<file path="src/rtl/alu_driver.sv">
// Command-to-ALU sequencer: accepts one command, pulses the external ALU for a
// single cycle, holds the captured result until consumed and counts completions.
module alu_driver #(
    parameter  int unsigned n     = 8,
    localparam int unsigned cnt_w = 16
) (
    input  logic             clk,
    input  logic             rst,
    input  logic             cmd_valid,
    output logic             cmd_ready,
    input  logic [2:0]       cmd_op,
    input  logic [n-1:0]     cmd_a,
    input  logic [n-1:0]     cmd_b,
    output logic [n-1:0]     alu_a,
    output logic [n-1:0]     alu_b,
    output logic [2:0]       alu_sel,
    output logic             alu_en,
    input  logic [n:0]       alu_q,
    output logic             res_valid,
    input  logic             res_ready,
    output logic [n:0]       res_data,
    output logic [2:0]       res_op,
    output logic             res_err,
    output logic [cnt_w-1:0] op_count,
    output logic [cnt_w-1:0] err_count
);

    localparam logic [1:0] st_idle = 2'd0;
    localparam logic [1:0] st_exec = 2'd1;
    localparam logic [1:0] st_done = 2'd2;

    localparam logic [2:0] op_div = 3'b011;

    logic [1:0] state_q;
    logic [1:0] state_d;
    logic       accept;
    logic       div_zero;
    logic       go_exec;
    logic       complete;

    // Next-state and handshake decode.
    always_comb begin
        state_d  = state_q;
        accept   = 1'b0;
        div_zero = 1'b0;
        go_exec  = 1'b0;
        complete = 1'b0;
        case (state_q)
            st_idle: begin
                if (cmd_valid) begin
                    accept   = 1'b1;
                    div_zero = (cmd_op == op_div) && (cmd_b == '0);
                    go_exec  = !div_zero;
                    state_d  = div_zero ? st_done : st_exec;
                end
            end
            st_exec: begin
                state_d = st_done;
            end
            st_done: begin
                if (res_ready) begin
                    complete = 1'b1;
                    state_d  = st_idle;
                end
            end
            default: begin
                state_d = st_idle;
            end
        endcase
    end

    // State, registered handshake/ALU drive, result capture and counters.
    always_ff @(posedge clk) begin
        if (rst) begin
            state_q   <= st_idle;
            cmd_ready <= 1'b1;
            res_valid <= 1'b0;
            alu_en    <= 1'b0;
            alu_a     <= '0;
            alu_b     <= '0;
            alu_sel   <= '0;
            res_data  <= '0;
            res_op    <= '0;
            res_err   <= 1'b0;
            op_count  <= '0;
            err_count <= '0;
        end else begin
            state_q   <= state_d;
            cmd_ready <= (state_d == st_idle);
            res_valid <= (state_d == st_done);
            alu_en    <= go_exec;

            // Operands are only presented to the ALU during the single EXEC cycle.
            if (go_exec) begin
                alu_a   <= cmd_a;
                alu_b   <= cmd_b;
                alu_sel <= cmd_op;
            end else begin
                alu_a   <= '0;
                alu_b   <= '0;
                alu_sel <= '0;
            end

            if (state_q == st_exec) begin
                res_data <= alu_q;
                res_op   <= alu_sel;
                res_err  <= 1'b0;
            end else if (accept && div_zero) begin
                res_data <= '0;
                res_op   <= cmd_op;
                res_err  <= 1'b1;
            end

            if (complete) begin
                op_count  <= op_count + cnt_w'(1);
                err_count <= err_count + cnt_w'(res_err);
            end
        end
    end

endmodule

</file>
<file path="config.mk">
export PLATFORM = sky130hd
export DESIGN_NAME = alu_driver
export DESIGN_NICKNAME = d
export VERILOG_FILES = /design/src/rtl/alu_driver.sv
export SDC_FILE = /design/constraint.sdc
export NUM_CORES = 1
export LEC_CHECK = 0
export ABC_AREA = 1
export ABC_CLOCK_PERIOD_IN_PS = 4200
export CAP_MARGIN = 0
export CORE_MARGIN = 10
export CORE_UTILIZATION = 30
export CTS_BUF_LIST = sky130_fd_sc_hd__clkbuf_8
export CTS_CLUSTER_SIZE = 40
export DETAILED_ROUTE_END_ITERATION = 10
export HOLD_SLACK_MARGIN = 0.08
export PLACE_DENSITY_LB_ADDON = 0.3
export SETUP_SLACK_MARGIN = 0.1
export SYNTH_ARGS = -nofsm -noshare
export SYNTH_HDL_FRONTEND = slang
export SYNTH_SLANG_ARGS = --single-unit
</file>
<file path="constraint.sdc">
create_clock -name clk -period 4.2 [get_ports clk]
set_clock_uncertainty 0.15 [all_clocks]
set_input_delay 0.42 -clock clk [delete_from_list [all_inputs] [get_ports clk]]
set_output_delay 0.42 -clock clk [all_outputs]
set_load 0.02 [all_outputs]
</file>
## After elaboration in Yosys (flattened, before gate mapping)

Index checks and enable logic that the tools add are counted.

- Bits in registers: 69
- Input port bits: 32
- Output and inout port bits: 67
- Word-level logic and storage cells: 44

- $add $sub $neg: 2
- Equal/unequal tests: 4
- Multiplexer cells: 16
- Bitwise logic cells: 1
- Reduce and logical (&&, ||, !) cells: 9

Operators with widths:

| cell | number |
|---|---|
| $mux 9 | 2 |
| $add 16x1->16 | 1 |
| $add 16x1->16 const B | 1 |
| $logic_not 8->1 | 1 |
| $mux 1 | 8 |
| $mux 2 | 3 |
| $mux 3 | 2 |
| $pmux 2 s3 | 1 |
| $eq 2x2->1 const B | 2 |
| $logic_not 2->1 | 2 |
| $reduce_or 2->1 | 2 |
| $eq 3x2->1 const B | 1 |
| $eq 2x1->1 const B | 1 |
| $logic_and 1x1->1 | 2 |
| $reduce_bool 2->1 | 1 |
| $logic_not 1->1 | 1 |
| $not 1->1 | 1 |

## Longest topological paths before layout

Gate-level depths: netlist of run 1.

- Depth after elaboration: 7
- Gate-level depth with buffers: 8

## Worst setup path before layout of run 1

OpenSTA, ideal clock, no wires.

- Kind: flip-flop to flip-flop
- Start: reg err_count[0]
- End: reg err_count[12]
- Arrival: 1.412 ns
- Path slack: 2.519 ns
- Stages on the path, launching flop included: 8
- Period minus slack after synthesis: 1.681 ns
- Cells stage by stage: dfxtp_1 -> ha_1 -> ha_1 -> nand3_1 -> nor2_1 -> nand3_1 -> o21ai_0 -> a21oi_1

- Cells in the longest elaborated chain, start to end: 1

Ends and longest elaborated chain:

| what | RTL line | text |
|---|---|---|
| from (decl) | 25 | `output logic [cnt_w-1:0] err_count` |
| from (signal assigned) | 116 | `err_count <= err_count + cnt_w'(res_err);` |
| $add 16x1->16 | 116 |  |

Every way passes these cells.
A chain may end at the register's enable or synchronous reset.

==> flow_summary.json, run 1 <==
{
  "status": "completed",
  "crit_fanout": 28,
  "wl_per_cell_um": 13.3,
  "core-area_um2": 8850,
  "first_iter_violations": 85,
  "fill_cells": 906,
  "cts_setup_buffers": 0,
  "setup_ws_ns": 1.71,
  "grt_pass1_vias": 2696,
  "required_ns": 4.25,
  "portBuffers": 98,
  "final_core_util": 0.456,
  "place.gp.congestion": 0.802,
  "period_share": 0.593,
  "pin_count": 99,
  "start_kind": "input pin",
  "dieArea_um2": 13500,
  "synth_fp_nets": 406,
  "antenna_found_initial": 0,
  "fin_nets": 505,
  "synth_area_per_cell_um2": 7.46,
  "vias": 2669,
  "cts.sinks": 69,
  "synthesis.area_um2": 2770,
  "finalSetupViolCount": 0,
  "cts_resized": 0,
  "tightestPinTransition_ns": 0.761,
  "ys_warn_count": 0,
  "clk_latency_ns": 0.34,
  "antenna_cells": 0,
  "pre_cts_ws_ns": 1.27,
  "grtUsageTotal": 0.118,
  "powerDensity_nw_per_um2": 332,
  "yosysUniqueCellTypes": 27,
  "start_util": 0.313,
  "vias_per_cell": 4.58,
  "clkTransAtPathRegs_ns": 0.07,
  "drtAntennaViolNets": 0,
  "max_freq_ghz": 0.402,
  "slew_headroom": 0.491,
  "hold_path_class": "reg -> reg",
  "ir_drop_v": 0.000264,
  "clockBufferDepth": 2,
  "drive_gt1_frac": 0.0484,
  "totalWireLength_um": 7760,
  "synth-seq-cells": 69,
  "layout_min_cycle_time_ns": 2.49,
  "die_y_um": 116,
  "first_pass_iters": 4,
  "rsz0062_at_grt": "no",
  "synth.yosys.seq_area_share": 0.499,
  "htree_num_levels": 3,
  "area_growth_pct": 45.8,
  "critPathCaptureType": "flip-flop",
  "worstSetupPathType": "in -> reg",
  "slew_viol_final": 0,
  "cts_tree": "built",
  "worstPathArrival_ns": 2.54,
  "fin_tns_setup_ns": 0,
  "die_w_um": 116,
  "drc": 0,
  "hold_viol": 0,
  "max_cap_violations": 0,
  "grt_max_degree": 29,
  "ctsHoldBuffers": 0,
  "grt_pass1_wl_um": 12700,
  "clockRootBuffer": "clkbuf_8",
  "netlist_instances": 371,
  "overflow": 0,
  "rows": 34,
  "p_leak_nw": 1.57,
  "dp_hpwl_um": 5890,
  "numCtsBuffers": 9
}
## state kept, by name (all words and copies together), names as in the netlist
register,cells
alu_b,8
op_count,16
res_op,3
alu_en,1
err_count,16
alu_a,8
res_err,1
res_data,9
cmd_ready,1
alu_sel,3
state_q,2
res_valid,1
## through the flow
step | area, µm² | total power, W | instances | hold WS, ns
3_3_place_gp | 3840 | 0.000815 | 567 | 0.318
5_1_grt | 4040 | 0.00140 | 583 | 0.369
3_5_place_dp | 3840 | 0.000817 | 567 | 0.325
6_report | 4040 | 0.00134 | 583 | 0.336
2_1_floorplan | 2770 | 0.000748 | 371 | 0.382
4_1_cts | 4040 | 0.00136 | 583 | 0.337
## layout by cell type, fill, tap and decap left out, types with 3 or more instances in the layout
cell | netlist | final
clkbuf_8 | 0 | 9
inv_1 | 57 | 57
a31oi_1 | 3 | 3
nand2_1 | 67 | 67
o21ai_0 | 11 | 11
nor3_1 | 4 | 4
dfxtp_1 | 69 | 69
nand3_1 | 25 | 25
a21oi_1 | 30 | 30
nand4_1 | 9 | 9
ha_1 | 3 | 3
nor2_1 | 61 | 61
xor2_1 | 5 | 5
clkdlybuf4s50_1 | 0 | 98
## Yosys cell counts
| library cell | instances | area, µm² |
|---|---|---|
| a211oi_1 | 2 | 15.0 |
| a21oi_1 | 30 | 150 |
| a31oi_1 | 3 | 18.8 |
| buf_1 | 1 | 3.75 |
| buf_2 | 6 | 30.0 |
| buf_4 | 1 | 7.51 |
| clkbuf_1 | 3 | 11.3 |
| dfxtp_1 | 69 | 1380 |
| ha_1 | 3 | 37.5 |
| inv_1 | 57 | 214 |
| nand2_1 | 67 | 251 |
| nand3_1 | 25 | 125 |
| nand3_2 | 1 | 10.0 |
| nand3_4 | 1 | 17.5 |
| nand3b_1 | 1 | 7.51 |
| nand4_1 | 9 | 56.3 |
| nor2_1 | 61 | 229 |
| nor2_2 | 2 | 12.5 |
| nor2_4 | 1 | 11.3 |
| nor3_1 | 4 | 20.0 |
| nor3_2 | 1 | 10.0 |
| nor3b_1 | 2 | 15.0 |
| nor4_1 | 2 | 12.5 |
| o211ai_1 | 2 | 15.0 |
| o21a_1 | 1 | 7.51 |
| o21ai_0 | 11 | 55.1 |
| xor2_1 | 5 | 43.8 |
## area by class of cell
class | count | area, µm² | share of cell area
Clock inverter | 7 | 73.8 | 0.0183
Inverter | 57 | 214 | 0.0530
Sequential cell | 69 | 1380 | 0.342
Tap cell | 108 | 135 | 0.0335
Clock buffer | 9 | 124 | 0.0307
Multi-Input combinational cell | 234 | 1120 | 0.278
Timing Repair Buffer | 99 | 988 | 0.245
## power breakdown
part | switching [W] | internal (W)
sequential | 0.00000696 | 0.000670
clock | 0.000261 | 0.000277
combinational | 0.0000623 | 0.0000613
total | 0.000331 | 0.00101
## metal layers
| layer | track usage | wire length (µm) | part of all wire |
|---|---|---|---|
| met2 | 0.194 | 3590 | 0.46 |
| met1 | 0.124 | 3140 | 0.40 |
| met3 | 0.0765 | 989 | 0.13 |
| met5 | 0 | 0 | 0 |
| met4 | 0.0275 | 44 | 0.0057 |
## final timing paths
| kind | cells past startpoint | slack (ns) | from | to |
|---|---|---|---|---|
| worst max register to register | 4 | 2.36 | state_q[1]$_SDFF_PP0_ | cmd_ready$_SDFF_PP1_ |
| worst max-delay path | 6 | 1.71 | rst | cmd_ready$_SDFF_PP1_ |
| worst min register to register | 2 | 0.34 | res_data[8]$_SDFFE_PP0P_ | res_data[8]$_SDFFE_PP0P_ |
| worst min-delay path | 2 | 0.34 | res_data[8]$_SDFFE_PP0P_ | res_data[8]$_SDFFE_PP0P_ |
## worst max-delay path: stages
cell and delay [ns]:
clkdlybuf4s50_1 0.40, buf_4 0.24, inv_1 0.50, nand3_1 0.70, inv_1 0.23, a21oi_1 0.06
## cell families after synthesis
group	synth area share
AND/OR/NAND/NOR	0.281
flip-flops	0.499
buffers and inverters	0.0963
AO/OA/AOI/OAI	0.0944
XOR/XNOR	0.0158
adder cells (fa/ha/maj)	0.0136
Power figures use the tool's default switching activity.
==> run 2, diff against run 1 <==
--- a/config.mk
+++ b/config.mk
@@ -6,7 +6,7 @@
 export NUM_CORES = 1
 export LEC_CHECK = 0
 export ABC_AREA = 1
-export ABC_CLOCK_PERIOD_IN_PS = 4200
+export ABC_CLOCK_PERIOD_IN_PS = 2500
 export CAP_MARGIN = 0
 export CORE_MARGIN = 10
 export CORE_UTILIZATION = 30
==> constraint.sdc (replaced) <==
create_clock -name clk -period 2.5 [get_ports clk]
set_clock_uncertainty 0.15 [all_clocks]
set_input_delay 0.25 -clock clk [delete_from_list [all_inputs] [get_ports clk]]
set_output_delay 0.25 -clock clk [all_outputs]
set_load 0.02 [all_outputs]
==> run 2 against run 1 <==
First-iteration DRC count rose by 32%. Flip-flop and latch count did not move. Worst setup slack got worse by 1.1 ns. Core utilization rose by 0.23 points. Die area did not move. Largest power group unchanged. Critical path depth fell by 5. Critical endpoint is now op_count[3]. Via count rose by 0.71%. Non-clock buffer count rose by 3. Sequential power rose by 68%.
==> flow_summary.json, run 2 (same netlist as run 1, synthesis figures left out) <==
{
  "finalSetupViolCount": 0,
  "slew_headroom": 0.687,
  "portBuffers": 98,
  "layout_common_cells": "clkdlybuf4s50_1, dfxtp_1, nand2_1, nor2_1, inv_1",
  "dieArea_um2": 13500,
  "vias": 2688,
  "drtAntennaViolNets": 0,
  "ir_drop_v": 0.000395,
  "grt_max_degree": 28,
  "reg.largest.list": "err_count: 16 flops, op_count: 16 flops, res_data: 9 flops",
  "critPathCaptureType": "output port",
  "htree_num_levels": 3,
  "grt_pass1_vias": 2779,
  "antenna_cells": 0,
  "numCtsBuffers": 9,
  "required_ns": 2.10,
  "clkTransAtPathRegs_ns": 0.08,
  "cts_tree": "built",
  "powerDensity_nw_per_um2": 547,
  "start_util": 0.313,
  "pin_count": 99,
  "cts_setup_buffers": 0,
  "cts.sinks": 69,
  "wl_per_cell_um": 13.1,
  "grtUsageTotal": 0.117,
  "max_freq_ghz": 0.535,
  "hold_viol": 0,
  "dpl_cell_area_um2": 3860,
  "first_iter_violations": 112,
  "totalWireLength_um": 7700,
  "slew_viol_final": 0,
  "critPathSlowestCell": "clkdlybuf4s50_1",
  "final_common_cell": "clkdlybuf4s50_1",
  "cts_resized": 0,
  "dp_hpwl_um": 6000,
  "cp_cell_sequence": "clkdlybuf4s50_1",
  "fin_area_um2": 4060,
  "die_y_um": 116,
  "rows": 34,
  "first_pass_iters": 4,
  "antenna_found_initial": 0,
  "clockRootBuffer": "clkbuf_8",
  "worstPathArrival_ns": 1.47,
  "drc": 0,
  "status": "completed",
  "worstSetupPathType": "reg -> out",
  "ctsHoldBuffers": 0,
  "die_w_um": 116,
  "layout_min_cycle_time_ns": 1.87,
  "vias_per_cell": 4.59,
  "tightestPinTransition_ns": 0.468,
  "area_growth_pct": 46.5,
  "rsz0062_at_grt": "no",
  "clockBufferDepth": 2,
  "max_cap_violations": 0,
  "core-area_um2": 8850,
  "grt_pass1_wl_um": 12700,
  "fin_nets": 508,
  "period_share": 0.747,
  "clk_latency_ns": 0.34,
  "fin_tns_setup_ns": 0,
  "crit_buf_inv": 1,
  "start_kind": "flip-flop",
  "hold_path_class": "in -> reg",
  "overflow": 0,
  "drive_gt1_frac": 0.0544,
  "place.gp.congestion": 0.781,
  "p_leak_nw": 1.59,
  "path_delay_family": "buffers and inverters",
  "critPathMaxStageDelay_ns": 0.68,
  "crit_fanout": 8
}
[run 2: changes by cell type in the layout (fill, tap and decap cells not counted), sizes merged]
cell    previous run  this run
buf                1         4
bufinv             1         0
clkbuf             9        12
clkinv             3         2
inv               59        58
[run 2: metal layers]
| layer | share of wire | GRT usage |
|---|---|---|
| met5 | 0 | 0 |
| met4 | 0.0069 | 0.0259 |
| met3 | 0.13 | 0.0760 |
| met2 | 0.46 | 0.192 |
| met1 | 0.40 | 0.124 |
[run 2: where the power goes]
group | switching (W) | total (W) | leakage, nW | internal (W)
logic | 0.000106 | 0.000212 | 0.927 | 0.000106
clock network | 0.000424 | 0.000870 | 0.0990 | 0.000445
registers | 0.0000116 | 0.00114 | 0.560 | 0.00113
total | 0.000542 | 0.00222 | 1.59 | 0.00168
[run 2: layout make-up]
| cell class | count | area [µm²] |
|---|---|---|
| timing repair buffer | 102 | 1010 |
| tap | 108 | 135 |
| inverter | 57 | 214 |
| clock buffer | 12 | 165 |
| fill | 896 | 4790 |
| multi-input combinational | 234 | 1120 |
| sequential | 69 | 1380 |
| clock inverter | 4 | 30.0 |
[run 2: final timing paths]
check | from | endpoint | slack, ns | cells past startpoint
max reg2reg | op_count[0]$_SDFFE_PP0P_ | op_count[10]$_SDFFE_PP0P_ | 0.77 | 6
min reg2reg | res_err$_SDFFE_PP0P_ | res_err$_SDFFE_PP0P_ | 0.33 | 2
max | op_count[3]$_SDFFE_PP0P_ | op_count[3] | 0.63 | 1
min | cmd_a[7] | alu_a[7]$_SDFF_PP0_ | 0.28 | 3
[run 2: stage by stage]
step	power, W	worst slack, ns	instances	hold slack, ns	utilization
final	0.00222	0.632	586	0.278	0.459
after floorplan	0.00126	0.819	371	0.212	-
after detailed placement	0.00138	0.530	570	0.318	0.437
after global routing	0.00232	0.558	586	0.274	0.459
after global placement	0.00137	0.603	570	0.313	0.437
after CTS	0.00226	0.595	586	0.261	0.459
==> run 3, diff against run 2 <==
--- a/config.mk
+++ b/config.mk
@@ -6,7 +6,7 @@
 export NUM_CORES = 1
 export LEC_CHECK = 0
 export ABC_AREA = 1
-export ABC_CLOCK_PERIOD_IN_PS = 2500
+export ABC_CLOCK_PERIOD_IN_PS = 1800
 export CAP_MARGIN = 0
 export CORE_MARGIN = 10
 export CORE_UTILIZATION = 30
==> constraint.sdc (replaced) <==
create_clock -name clk -period 1.8 [get_ports clk]
set_clock_uncertainty 0.15 [all_clocks]
set_input_delay 0.18 -clock clk [delete_from_list [all_inputs] [get_ports clk]]
set_output_delay 0.18 -clock clk [all_outputs]
set_load 0.02 [all_outputs]
==> run 3 against run 2 <==
Critical path type unchanged. Die area unchanged. Combinational power grew 42%. Largest cell class unchanged. Via count grew 0.97%.
==> flow_summary.json, run 3 (same netlist as run 1, synthesis figures left out) <==
{
  "clk_latency_ns": 0.34,
  "antenna_cells": 0,
  "hold_path_class": "in -> reg",
  "critPathCaptureType": "output port",
  "max_cap_violations": 0,
  "met2WireLength_um": 3520,
  "totalWireLength_um": 7890,
  "first_iter_violations": 70,
  "required_ns": 1.47,
  "fill_cells": 927,
  "worstSetupPathType": "reg -> out",
  "switching_share": 0.233,
  "die_w_um": 116,
  "clkTransAtPathRegs_ns": 0.08,
  "r2r_start": "err_count[0]$_SDFFE_PP0P_",
  "worstPathArrival_ns": 1.32,
  "wl_per_cell_um": 13.3,
  "fin_area_um2": 4150,
  "pin_count": 99,
  "fin_tns_setup_ns": 0,
  "ctsHoldBuffers": 0,
  "fin_nets": 515,
  "layout_common_cells": "dfxtp_1, nand2_1, clkdlybuf4s50_1, inv_1, nor2_1",
  "rows": 34,
  "antenna_found_initial": 0,
  "vias_per_cell": 4.58,
  "wl_met3_um": 1040,
  "dieArea_um2": 13500,
  "critPathSlowestCell": "clkdlybuf4s50_1",
  "clockBufferDepth": 2,
  "p_leak_nw": 1.89,
  "internal_power_w": 0.00253,
  "r2r_slack_ns": 0.20,
  "crit_buf_inv": 1,
  "worstSetupStartpoint": "op_count[13]$_SDFFE_PP0P_",
  "core-area_um2": 8850,
  "reg2reg_depth": 7,
  "clockRootBuffer": "clkbuf_8",
  "dpl_cell_area_um2": 3920,
  "setup_ws_ns": 0.153,
  "worst-path-stages": 1,
  "drive_gt1_frac": 0.0763,
  "grtUsageTotal": 0.118,
  "routed.top_layer": "met4",
  "clockPowerShare": 0.431,
  "ir_drop_v": 0.000566,
  "grt_pass1_wl_um": 12800,
  "tightestPinTransition_ns": 0.424,
  "layout_min_cycle_time_ns": 1.65,
  "crit_fanout": 3,
  "multiInputGateArea_um2": 1140,
  "grt_pass1_vias": 2689,
  "drc": 0,
  "portBuffers": 98,
  "die_y_um": 116,
  "vias": 2714,
  "max_freq_ghz": 0.607,
  "fin_cells": 593,
  "slew_viol_final": 0,
  "p_sw_w": 0.000770,
  "start_util": 0.313,
  "dp_hpwl_um": 6010,
  "pre_cts_ws_ns": 0.0538,
  "reg.largest.list": "err_count: 16 flops, op_count: 16 flops, res_data: 9 flops",
  "cts_setup_buffers": 0,
  "place.gp.congestion": 0.859,
  "htree_num_levels": 3,
  "cts_tree": "built",
  "final_common_cell": "dfxtp_1",
  "hold_viol": 0,
  "rsz0062_at_grt": "yes",
  "pwr-share-seq": 0.478,
  "place.detailed.instances": 577,
  "start_kind": "flip-flop",
  "critPathMaxStageDelay_ns": 0.63,
  "drtAntennaViolNets": 0,
  "cts.sinks": 69,
  "first_pass_iters": 4,
  "status": "completed",
  "setup.worst_path.end": "op_count[13]",
  "cp_cell_sequence": "clkdlybuf4s50_1",
  "powerDensity_nw_per_um2": 795,
  "seq_area_um2": 1380,
  "overflow": 0,
  "reg2reg_to": "err_count[12]$_SDFFE_PP0P_",
  "path_delay_family": "buffers and inverters",
  "finalSetupViolCount": 0,
  "slew_headroom": 0.717,
  "grt_max_degree": 28,
  "period_share": 0.915,
  "area_growth_pct": 49.9,
  "numCtsBuffers": 9,
  "met1Wirelength_um": 3260,
  "final_core_util": 0.469,
  "pwr-share-comb": 0.091
}
==> run 3: changes by cell type in the layout (fill, tap and decap cells not counted), sizes merged <==
cell,change
clkinvlp,+1
dlymetal6s2s,+8
dlygate4sd2,+23
clkbuf,-2
clkinv,-1
buf,+7
bufinv,+2
clkdlybuf4s50,-31
==> run 3: repair_timing <==
item | CTS | global route
setup endpoints to repair | 25 | 22
gates resized for setup | 24 | 13
hold endpoints to repair | 0 | 0
==> run 3: through the flow <==
step           hold slack (ns)  total power [W]
2_1_floorplan            0.142          0.00174
3_3_place_gp             0.303          0.00192
3_5_place_dp             0.312          0.00192
4_1_cts                  0.191          0.00333
5_1_grt                  0.195          0.00342
6_report                 0.203          0.00330
==> run 3: power by group through the flow <==
stage | logic, W | clock network, W | registers [W]
after floorplan | 0.0000882 | 0 | 0.00166
after global placement | 0.000302 | 0 | 0.00161
after detailed placement | 0.000305 | 0 | 0.00161
after CTS | 0.000306 | 0.00145 | 0.00158
after global routing | 0.000329 | 0.00151 | 0.00158
final | 0.000301 | 0.00142 | 0.00158
==> run 3: how the worst min path moves through the flow <==
stage | from | end | slack (ns) | cells after the start
after CTS | cmd_a[4] | alu_a[4]$_SDFF_PP0_ | 0.19 | 3
final | cmd_a[3] | alu_a[3]$_SDFF_PP0_ | 0.20 | 3
after global routing | cmd_a[2] | alu_a[2]$_SDFF_PP0_ | 0.20 | 3
after floorplan | cmd_a[0] | alu_a[0]$_SDFF_PP0_ | 0.14 | 2
after detailed placement | alu_sel[2]$_SDFF_PP0_ | res_op[2]$_SDFFE_PP0P_ | 0.31 | 2
after global placement | alu_sel[2]$_SDFF_PP0_ | res_op[2]$_SDFFE_PP0P_ | 0.30 | 2
==> run 3: layout make-up <==
class,instances,area share
Multi-Input combinational cell,234,0.274
Tap cell,108,0.0326
Clock buffer,10,0.0332
Sequential cell,69,0.333
Inverter,57,0.0516
Clock inverter,6,0.0211
Timing Repair Buffer,109,0.254
==> run 3: metal layers <==
metal,vias up,GRT usage
li1,1395,-
met1,1210,0.130
met2,96,0.190
met3,13,0.0729
met4,0,0.0275
met5,-,0
==> run 3: worst min-delay path, stage by stage <==
cell             delay, ns
clkdlybuf4s50_1       0.39
inv_1                 0.05
nor2_1                0.03
